===== config.mk =====
export PLATFORM = sky130hd
export DESIGN_NAME = cpu_seq_ctrl
export DESIGN_NICKNAME = d
export VERILOG_FILES = /design/src/rtl/cpu_pkg.sv /design/src/rtl/cpu_irq_prio_enc.sv /design/src/rtl/cpu_seq_ctrl.sv
export SDC_FILE = /design/constraint.sdc
export NUM_CORES = 1
export LEC_CHECK = 0
export ABC_AREA = 1
export BUFFER_PORTS_ARGS = -buffer_cell sky130_fd_sc_hd__buf_2
export CORE_ASPECT_RATIO = 1.5
export CORE_MARGIN = 4
export CORE_UTILIZATION = 49
export CTS_BUF_LIST = sky130_fd_sc_hd__clkbuf_8
export DETAILED_ROUTE_END_ITERATION = 6
export HOLD_SLACK_MARGIN = 0.1
export PLACE_DENSITY = 0.88
export SKIP_LAST_GASP = 1
export SYNTH_ARGS = -nofsm -noshare
export SYNTH_HDL_FRONTEND = slang
export SYNTH_SLANG_ARGS = --single-unit

===== constraint.sdc =====
create_clock -name clk -period 2.5 [get_ports clk]
set_clock_uncertainty 0.15 [all_clocks]
set_input_delay 0 -clock clk [delete_from_list [all_inputs] [get_ports clk]]
set_output_delay 0 -clock clk [all_outputs]
set_load 0.05 [all_outputs]

===== src/rtl/cpu_pkg.sv =====
// Shared encodings for the cpu sequencer: FSM state codes and next-PC selects.
// The WFI_SLEEP state exists only when CPU_WFI_EN is defined.
package cpu_pkg;

    localparam int unsigned STATE_W = 8;
    localparam int unsigned ID_W    = 5;

    localparam logic [STATE_W-1:0] ST_RD_INST_REQ  = 8'h00;
    localparam logic [STATE_W-1:0] ST_RD_INST_WAIT = 8'h01;
    localparam logic [STATE_W-1:0] ST_EXEC         = 8'h02;
    localparam logic [STATE_W-1:0] ST_MEM_WAIT     = 8'h03;
    localparam logic [STATE_W-1:0] ST_CHECK_INTR   = 8'h04;
    localparam logic [STATE_W-1:0] ST_INTR_ENTER   = 8'h05;
`ifdef CPU_WFI_EN
    localparam logic [STATE_W-1:0] ST_WFI_SLEEP    = 8'h06;
`endif

    typedef enum logic [STATE_W-1:0] {
        S_RD_INST_REQ  = ST_RD_INST_REQ,
        S_RD_INST_WAIT = ST_RD_INST_WAIT,
        S_EXEC         = ST_EXEC,
        S_MEM_WAIT     = ST_MEM_WAIT,
        S_CHECK_INTR   = ST_CHECK_INTR,
`ifdef CPU_WFI_EN
        S_WFI_SLEEP    = ST_WFI_SLEEP,
`endif
        S_INTR_ENTER   = ST_INTR_ENTER
    } state_t;

    localparam logic [1:0] PC_SEL_SEQ = 2'd0;
    localparam logic [1:0] PC_SEL_TGT = 2'd1;
    localparam logic [1:0] PC_SEL_VEC = 2'd2;
    localparam logic [1:0] PC_SEL_EPC = 2'd3;

endpackage


===== src/rtl/cpu_irq_prio_enc.sv =====
// Fixed-priority encoder over the interrupt lines: the lowest set index wins.
module cpu_irq_prio_enc
    import cpu_pkg::*;
#(
    parameter int unsigned N = 8
) (
    input  logic [N-1:0]    req,
    output logic            valid,
    output logic [ID_W-1:0] id
);

    // Scan high to low so the last hit, the lowest index, is kept.
    always_comb begin
        valid = |req;
        id    = '0;
        for (int i = int'(N) - 1; i >= 0; i--) begin
            if (req[i]) begin
                id = ID_W'(i);
            end
        end
    end

endmodule


===== src/rtl/cpu_seq_ctrl.sv =====
// Multi-cycle control sequencer for the Niski RV32I core with vectored interrupt entry and MRET.
// Defining CPU_WFI_EN adds the inst_wfi input and a WFI sleep state.
module cpu_seq_ctrl
    import cpu_pkg::*;
#(
    parameter int unsigned NUM_IRQ  = 8,
    parameter logic [31:0] VEC_BASE = 32'h40000100,
    parameter bit          VECTORED = 1'b1
) (
    input  logic               clk,
    input  logic               rst,
    input  logic               inst_load,
    input  logic               inst_store,
    input  logic               inst_jump,
    input  logic               inst_mret,
`ifdef CPU_WFI_EN
    input  logic               inst_wfi,
`endif
    input  logic               branch_taken,
    input  logic               ma_done,
    input  logic [31:0]        pc,
    input  logic [NUM_IRQ-1:0] irq,
    input  logic               ie_wr,
    input  logic [NUM_IRQ:0]   ie_data,
    output logic               ma_rd_req,
    output logic               ma_wr_req,
    output logic               ma_sel_inst,
    output logic               ir_wr,
    output logic               gpr_wr,
    output logic               pc_wr,
    output logic [1:0]         pc_sel,
    output logic [31:0]        trap_vec,
    output logic [31:0]        epc,
    output logic [4:0]         cause,
    output logic               in_trap
);

    state_t               state;
    logic                 mie;
    logic                 mpie;
    logic [NUM_IRQ-1:0]   mask;
    logic                 pc_changed;
    logic [NUM_IRQ-1:0]   pending;
    logic                 pend_valid;
    logic [ID_W-1:0]      pend_id;

    assign pending = irq & mask & {NUM_IRQ{mie}};

    cpu_irq_prio_enc #(.N(NUM_IRQ)) u_prio (
        .req   (pending),
        .valid (pend_valid),
        .id    (pend_id)
    );

    assign trap_vec = VECTORED ? (VEC_BASE + 32'({pend_id, 2'b00})) : VEC_BASE;

`ifdef CPU_WFI_EN
    logic wake;
    assign wake = |(irq & mask);
`endif

    // State, interrupt CSRs and request flags; requests are set on the edge entering the state that needs them.
    always_ff @(posedge clk) begin
        if (!rst) begin
            state       <= S_RD_INST_REQ;
            ma_rd_req   <= 1'b0;
            ma_wr_req   <= 1'b0;
            ma_sel_inst <= 1'b0;
            mie         <= 1'b0;
            mpie        <= 1'b0;
            mask        <= '0;
            epc         <= '0;
            cause       <= '0;
            pc_changed  <= 1'b0;
            in_trap     <= 1'b0;
        end else begin
            // Software enable write has lowest priority; FSM updates below override it.
            if (ie_wr) begin
                mie  <= ie_data[NUM_IRQ];
                mask <= ie_data[NUM_IRQ-1:0];
                if (ie_data[NUM_IRQ]) begin
                    in_trap <= 1'b0;
                end
            end

            case (state)
                S_RD_INST_REQ: begin
                    ma_rd_req   <= 1'b1;
                    ma_sel_inst <= 1'b1;
                    pc_changed  <= 1'b0;
                    state       <= S_RD_INST_WAIT;
                end
                S_RD_INST_WAIT: begin
                    if (ma_done) begin
                        ma_rd_req   <= 1'b0;
                        ma_sel_inst <= 1'b0;
                        state       <= S_EXEC;
                    end
                end
                S_EXEC: begin
                    if (inst_mret) begin
                        mie        <= mpie;
                        in_trap    <= 1'b0;
                        pc_changed <= 1'b1;
                    end else if (inst_jump || branch_taken) begin
                        pc_changed <= 1'b1;
                    end
                    if (inst_load) begin
                        ma_rd_req <= 1'b1;
                        state     <= S_MEM_WAIT;
                    end else if (inst_store) begin
                        ma_wr_req <= 1'b1;
                        state     <= S_MEM_WAIT;
                    end
`ifdef CPU_WFI_EN
                    else if (inst_wfi) begin
                        state <= S_WFI_SLEEP;
                    end
`endif
                    else begin
                        state <= S_CHECK_INTR;
                    end
                end
                S_MEM_WAIT: begin
                    if (ma_done) begin
                        ma_rd_req <= 1'b0;
                        ma_wr_req <= 1'b0;
                        state     <= S_CHECK_INTR;
                    end
                end
                S_CHECK_INTR: begin
                    if (pend_valid) begin
                        state <= S_INTR_ENTER;
                    end else begin
                        ma_rd_req   <= 1'b1;
                        ma_sel_inst <= 1'b1;
                        state       <= S_RD_INST_REQ;
                    end
                end
                S_INTR_ENTER: begin
                    // Request may have dropped since CHECK_INTR; then just resume fetching.
                    if (pend_valid) begin
                        epc     <= pc;
                        cause   <= pend_id;
                        mpie    <= mie;
                        mie     <= 1'b0;
                        in_trap <= 1'b1;
                    end
                    ma_rd_req   <= 1'b1;
                    ma_sel_inst <= 1'b1;
                    state       <= S_RD_INST_REQ;
                end
`ifdef CPU_WFI_EN
                S_WFI_SLEEP: begin
                    if (wake) begin
                        state <= S_CHECK_INTR;
                    end
                end
`endif
                default: begin
                    ma_rd_req   <= 1'b0;
                    ma_wr_req   <= 1'b0;
                    ma_sel_inst <= 1'b0;
                    state       <= S_RD_INST_REQ;
                end
            endcase
        end
    end

    // Single-cycle write strobes and PC select, decoded from the current state.
    always_comb begin
        ir_wr  = 1'b0;
        gpr_wr = 1'b0;
        pc_wr  = 1'b0;
        pc_sel = PC_SEL_SEQ;
        case (state)
            S_RD_INST_WAIT: ir_wr = ma_done;
            S_EXEC: begin
                if (!inst_load && !inst_store) begin
                    gpr_wr = !branch_taken;
                end
                if (inst_mret) begin
                    pc_wr  = 1'b1;
                    pc_sel = PC_SEL_EPC;
                end else if (inst_jump || branch_taken) begin
                    pc_wr  = 1'b1;
                    pc_sel = PC_SEL_TGT;
                end
            end
            S_MEM_WAIT:   gpr_wr = ma_done && ma_rd_req;
            S_CHECK_INTR: pc_wr  = !pc_changed;
            S_INTR_ENTER: begin
                if (pend_valid) begin
                    pc_wr  = 1'b1;
                    pc_sel = PC_SEL_VEC;
                end
            end
            default: ;
        endcase
    end

endmodule


# Word level (Yosys, flattened, before mapping)
# Index checks and enable logic that the tools add are counted.
[classes]
bitwise_logic = 4
add_sub_neg = 1
n_mux = 45
n_eq_ne = 13
n_reduce_logical = 20
[op_table]
columns = ["op", "n"]
rows = [
  ["8-bit case mux with 5 select lines", 1],
  ["3-bit 2-to-1 mux", 11],
  ["31-bit by 7-bit adder with 32-bit output (first input constant)", 1],
  ["1-bit 2-to-1 mux", 20],
  ["8-bit bitwise AND", 2],
  ["8-bit by 2-bit == test with 1-bit output (second input constant)", 2],
  ["8-bit by 3-bit == test with 1-bit output (second input constant)", 2],
  ["8-bit 2-to-1 mux", 2],
  ["2-bit inequality test (second input constant)", 6],
  ["8-bit by 1-bit == test with 1-bit output (second input constant)", 1],
  ["8-bit logical NOT", 1],
  ["1-bit case mux with 2 select lines", 4],
  ["1-bit case mux with 4 select lines", 2],
  ["8-bit OR reduction", 1],
  ["1-bit case mux with 3 select lines", 2],
  ["2-bit AND reduction", 3],
  ["3-bit AND reduction", 2],
  ["2-bit OR reduction", 3],
  ["1-bit logical NOT", 4],
  ["2-bit 2-to-1 mux", 2],
  ["2-bit case mux with 2 select lines", 1],
  ["4-bit AND reduction", 1],
  ["4-bit OR reduction", 1],
  ["3-bit inequality test (second input constant)", 1],
  ["5 further kinds", 7],
]
[totals]
regBits = 60
output_inout_bits = 78
input_bits = 58

# Depth between registers and ports, before layout
[logic_depth]
word_depth = 11
mapped_depth = 11

# Hierarchy
# Synthesis repeated with hierarchy kept, for this count alone.
[hier_totals]
hier_cells = 352
area_unflattened_um2 = 2492.4
[by_module_without_submodules]
columns = ["module", "area_per_inst_um2", "cells_each", "instances"]
rows = [
  ["cpu_seq_ctrl", 2374.8, 327, 1],
  ["cpu_irq_prio_enc", 117.6, 25, 1],
]

# Worst setup path before layout
# Ideal clock, no wire load.
[synth_path]
kind = "reg2out"
start = "reg state[0]"
end = "out pc_wr"
stages_incl_launch_ff = 4
setup_slack_ns = 0.060
arrival_time_ns = 2.290
cell_sequence = "dfxtp_1 -> nor2_1 -> inv_1 -> o311ai_0"
[synth_between]
elab_chain_len = 2
word_cells_on_any_way = 4
cone_classes = "eq/ne: 3; mux: 1"
[synth_lines]
columns = ["element", "line_no", "rtl"]
rows = [
  ["from (decl)", "cpu_seq_ctrl.sv:38", "state_t state;"],
  ["from (signal assigned)", "cpu_seq_ctrl.sv:65", "state <= S_RD_INST_REQ;"],
  ["from (signal assigned)", "cpu_seq_ctrl.sv:91", "state <= S_RD_INST_WAIT;"],
  ["from (signal assigned)", "cpu_seq_ctrl.sv:97", "state <= S_EXEC;"],
  ["8-bit by 3-bit == test with 1-bit output or 8-bit by 2-bit == test with 1-bit output (tied branches)", "cpu_seq_ctrl.sv:176", "case (state)"],
  ["1-bit case mux with 3 select lines *", "cpu_seq_ctrl.sv:176", ""],
  ["to (decl)", "cpu_seq_ctrl.sv:30", "output logic pc_wr,"],
]
# Mark *: on every way between the ends. The rest lies on a longest branch, timed or not.

# Worst setup path after layout
[layout_path]
start = "reg mie"
end = "out pc_wr"
[layout_between]
elab_chain_len = 4
[layout_lines]
columns = ["element", "line_no", "rtl"]
rows = [
  ["from (decl)", "cpu_seq_ctrl.sv:39", "logic mie;"],
  ["from (signal assigned)", "cpu_seq_ctrl.sv:79", "mie <= ie_data[NUM_IRQ];"],
  ["from (signal assigned)", "cpu_seq_ctrl.sv:102", "mie <= mpie;"],
  ["8-bit bitwise AND", "cpu_seq_ctrl.sv:47", "assign pending = irq & mask & {NUM_IRQ{mie}};"],
  ["8-bit OR reduction", "cpu_irq_prio_enc.sv:14", "valid = |req;"],
  ["1-bit 2-to-1 mux", "cpu_seq_ctrl.sv:193", "if (pend_valid) begin"],
  ["1-bit case mux with 3 select lines", "cpu_seq_ctrl.sv:176", ""],
]
# Every way passes these cells.

==> impl_metrics.json <==
{
  "avgSynthCellArea_um2": 7.27,
  "htreeDepth": 2,
  "syn2layout_area_growth_pct": 49.4,
  "cts_tree": "yes",
  "cp-start-kind": "register",
  "drv_slew": 0,
  "routed_wl_mm": 7.18,
  "dr.pass1.iters": 4,
  "crit_path_end_kind": "output pin",
  "timing.fmax_mhz": 456,
  "synthesis.area_um2": 2400,
  "synth_flop_cell": "dfxtp_1",
  "ir_worst_vdd_mv": 0.333,
  "worst-endpoint-required_ns": 2.35,
  "multiInputGateArea_um2": 1040,
  "combPwrFrac_pct": 27.9,
  "wire_per_inst_um": 12.7,
  "rrSetupSlack_ns": 0.38,
  "period_share_pct": 87.8,
  "p_sw_share_pct": 33.4,
  "die_y_um": 93.8,
  "status": "completed",
  "io_buffers": 104,
  "setup_viol": 0,
  "rsz0062_at_grt": "no",
  "rr_endpoint": "ma_wr_req$_SDFFE_PN0P_",
  "tightest_slew_ns": 0.684,
  "crit_path_cell_trace": "nand3_1, nand2_1, nor2_1, nand2_1, nand2_2, buf_4, o311ai_0, buf_2",
  "slowest_delay_ns": 0.52,
  "grt_max_degree": 48,
  "yosys_register_bits": 53,
  "min_period_ns": 2.19,
  "drc": 0,
  "ys_top_cells_by_count": "nor2_1, dfxtp_1, o21ai_0",
  "finalSetupTns_ns": 0,
  "path_class": "reg2out",
  "cts_buffers": 5,
  "antenna_found_initial": 0,
  "die_w_um": 65.2,
  "grt-ovfl-total": 0,
  "drive_above_1_share_pct": 23.6,
  "clock-root-buffer": "clkbuf_8",
  "r2r_cells": 9,
  "syn-instance-count": 331,
  "cp_common_cell": "nand2_1",
  "seqPwrFrac_pct": 48.1,
  "internal_power_mw": 1.25,
  "crit_path_top_delay_cell": "dfxtp_1",
  "place.gp.congestion": 0.852,
  "cp_max_fo": 39,
  "maxCapViolCount": 0,
  "critPathArrivalTime_ns": 2.04,
  "yosysTopAreaCell": "dfxtp_1",
  "synth_edf_count": 0,
  "grt_first_pass_wirelength_mm": 11.3,
  "cp-startpoint": "mie$_SDFF_PN0_",
  "netlist_top_cells_area": "dfxtp_1, nor2_1, buf_4",
  "yosysMostFrequentCell": "nor2_1",
  "rows": 31,
  "hpwl_mm": 4.38,
  "synth_top_area_share_pct": 44.1,
  "hold_viol_final": 0,
  "clock_sinks": 53,
  "top_level_ports": 136,
  "r2r-start": "state[1]$_SDFFE_PN0P_",
  "clockPowerShare_pct": 24.0,
  "drt_iter0_drc": 204,
  "start_util_pct": 50.0,
  "grt_pass1_vias": 2624,
  "synth-seq-area-share_pct": 44.1,
  "final_util_pct": 74.7,
  "grt.total_usage_pct": 23.6,
  "yosysWarnings": 0,
  "pwr_density_cell_nw_per_um2": 522,
  "power_switching_mw": 0.625,
  "async_flop_share_pct": 0,
  "drtAntennaViolNets": 0,
  "cts_resized": 0,
  "clock_path_buffers": 2,
  "viasPerCell": 4.81,
  "dieArea_um2": 6120,
  "holdCritPathClass": "in2reg",
  "diodes": 0,
  "clkLatencyLatePin_ns": 0.30,
  "final_nets": 557,
  "core_area_um2": 4810,
  "synth_cell_types": 26,
  "seqCellArea_um2": 1060,
  "path_clk_slew_ns": 0.09,
  "slew_headroom_pct": 54.4,
  "cp-endpoint": "pc_wr",
  "nFillCells": 348,
  "vias": 2722,
  "p_leak_nw": 1.83
}
## power groups by stage
stage,sequential [mW],combinational [mW],clock [mW]
detailed placement,0.919,0.415,0
floorplan,0.956,0.319,0
CTS,0.900,0.510,0.467
global route,0.905,0.563,0.497
finish,0.901,0.522,0.450
global placement,0.918,0.411,0
## per-layer routing
metal  GRT usage [%]  share of wire [%]
met3            3.83                6.7
met5               0                  0
met1            22.8                 35
met4            13.1                4.3
met2            45.5                 54
## stage by stage
stage,std cells,setup slack [ns],power [mW],instance area (um2),hold WS (ns)
final,566,0.305,1.87,3590,0.151
after global routing,566,0.130,1.96,3590,0.166
after CTS,566,0.328,1.88,3590,0.122
after detailed placement,486,0.558,1.33,2790,0.0790
after global placement,486,0.684,1.33,2790,0.0728
after floorplan,360,0.0598,1.28,2510,-0.0151
## cell usage in the layout, fill, tap and decap left out, types with 2 or more instances in the layout
cell type / n
nand2_1: 31
o21ai_0: 44
a21oi_1: 7
inv_1: 22
clkbuf_8: 5
nand3_1: 16
dlygate4sd3_1: 72
nor2_1: 96
conb_1: 31
o21ai_1: 4
nand2_2: 2
dfxtp_1: 53
buf_2: 104
## layout make-up
type | instances | area share [%]
repair buffers | 177 | 34.8
clock inverters | 3 | 0.418
clock buffers | 5 | 1.92
multi-input cells | 241 | 28.9
well taps | 66 | 2.30
inverters | 21 | 2.19
flip-flops and latches | 53 | 29.5
## critical path: cells and delay by family, from the launching register on
family | cells | cell delay, ns
buffers and inverters | 2 | 0.57
and+or+nand+nor | 5 | 0.52
DFF | 1 | 0.52
AOI/OAI and AO/OA | 1 | 0.12
## cells by family after synthesis
logic type / share of synthesized area (%)
compound gates: 13.5
buf+inv: 17.3
flops: 44.1
other cells: 0.312
simple gates: 24.8
## how the worst min path moves through the flow
stage                     from              endpoint  depth (start not counted)
CTS                      ie_wr        mie$_SDFF_PN0_                          6
global placement    ie_data[4]  mask[4]$_SDFFE_PN0P_                          3
detailed placement  ie_data[3]  mask[3]$_SDFFE_PN0P_                          3
floorplan           ie_data[7]  mask[7]$_SDFFE_PN0P_                          2
global route             ie_wr        mie$_SDFF_PN0_                          6
finish                   ie_wr        mie$_SDFF_PN0_                          6
## what timing repair did
action                    CTS  global route
hold buffers               72             0
setup buffers               0             0
hold endpoints to repair   50             0
## registers in the layout (all words and copies together), names as in the netlist
signal,cells
ma_sel_inst,1
ma_rd_req,1
state,3
ma_wr_req,1
in_trap,1
mpie,1
mie,1
mask,8
pc_changed,1
epc,32
cause,3
Note: power is estimated with default switching activity, not from simulation.
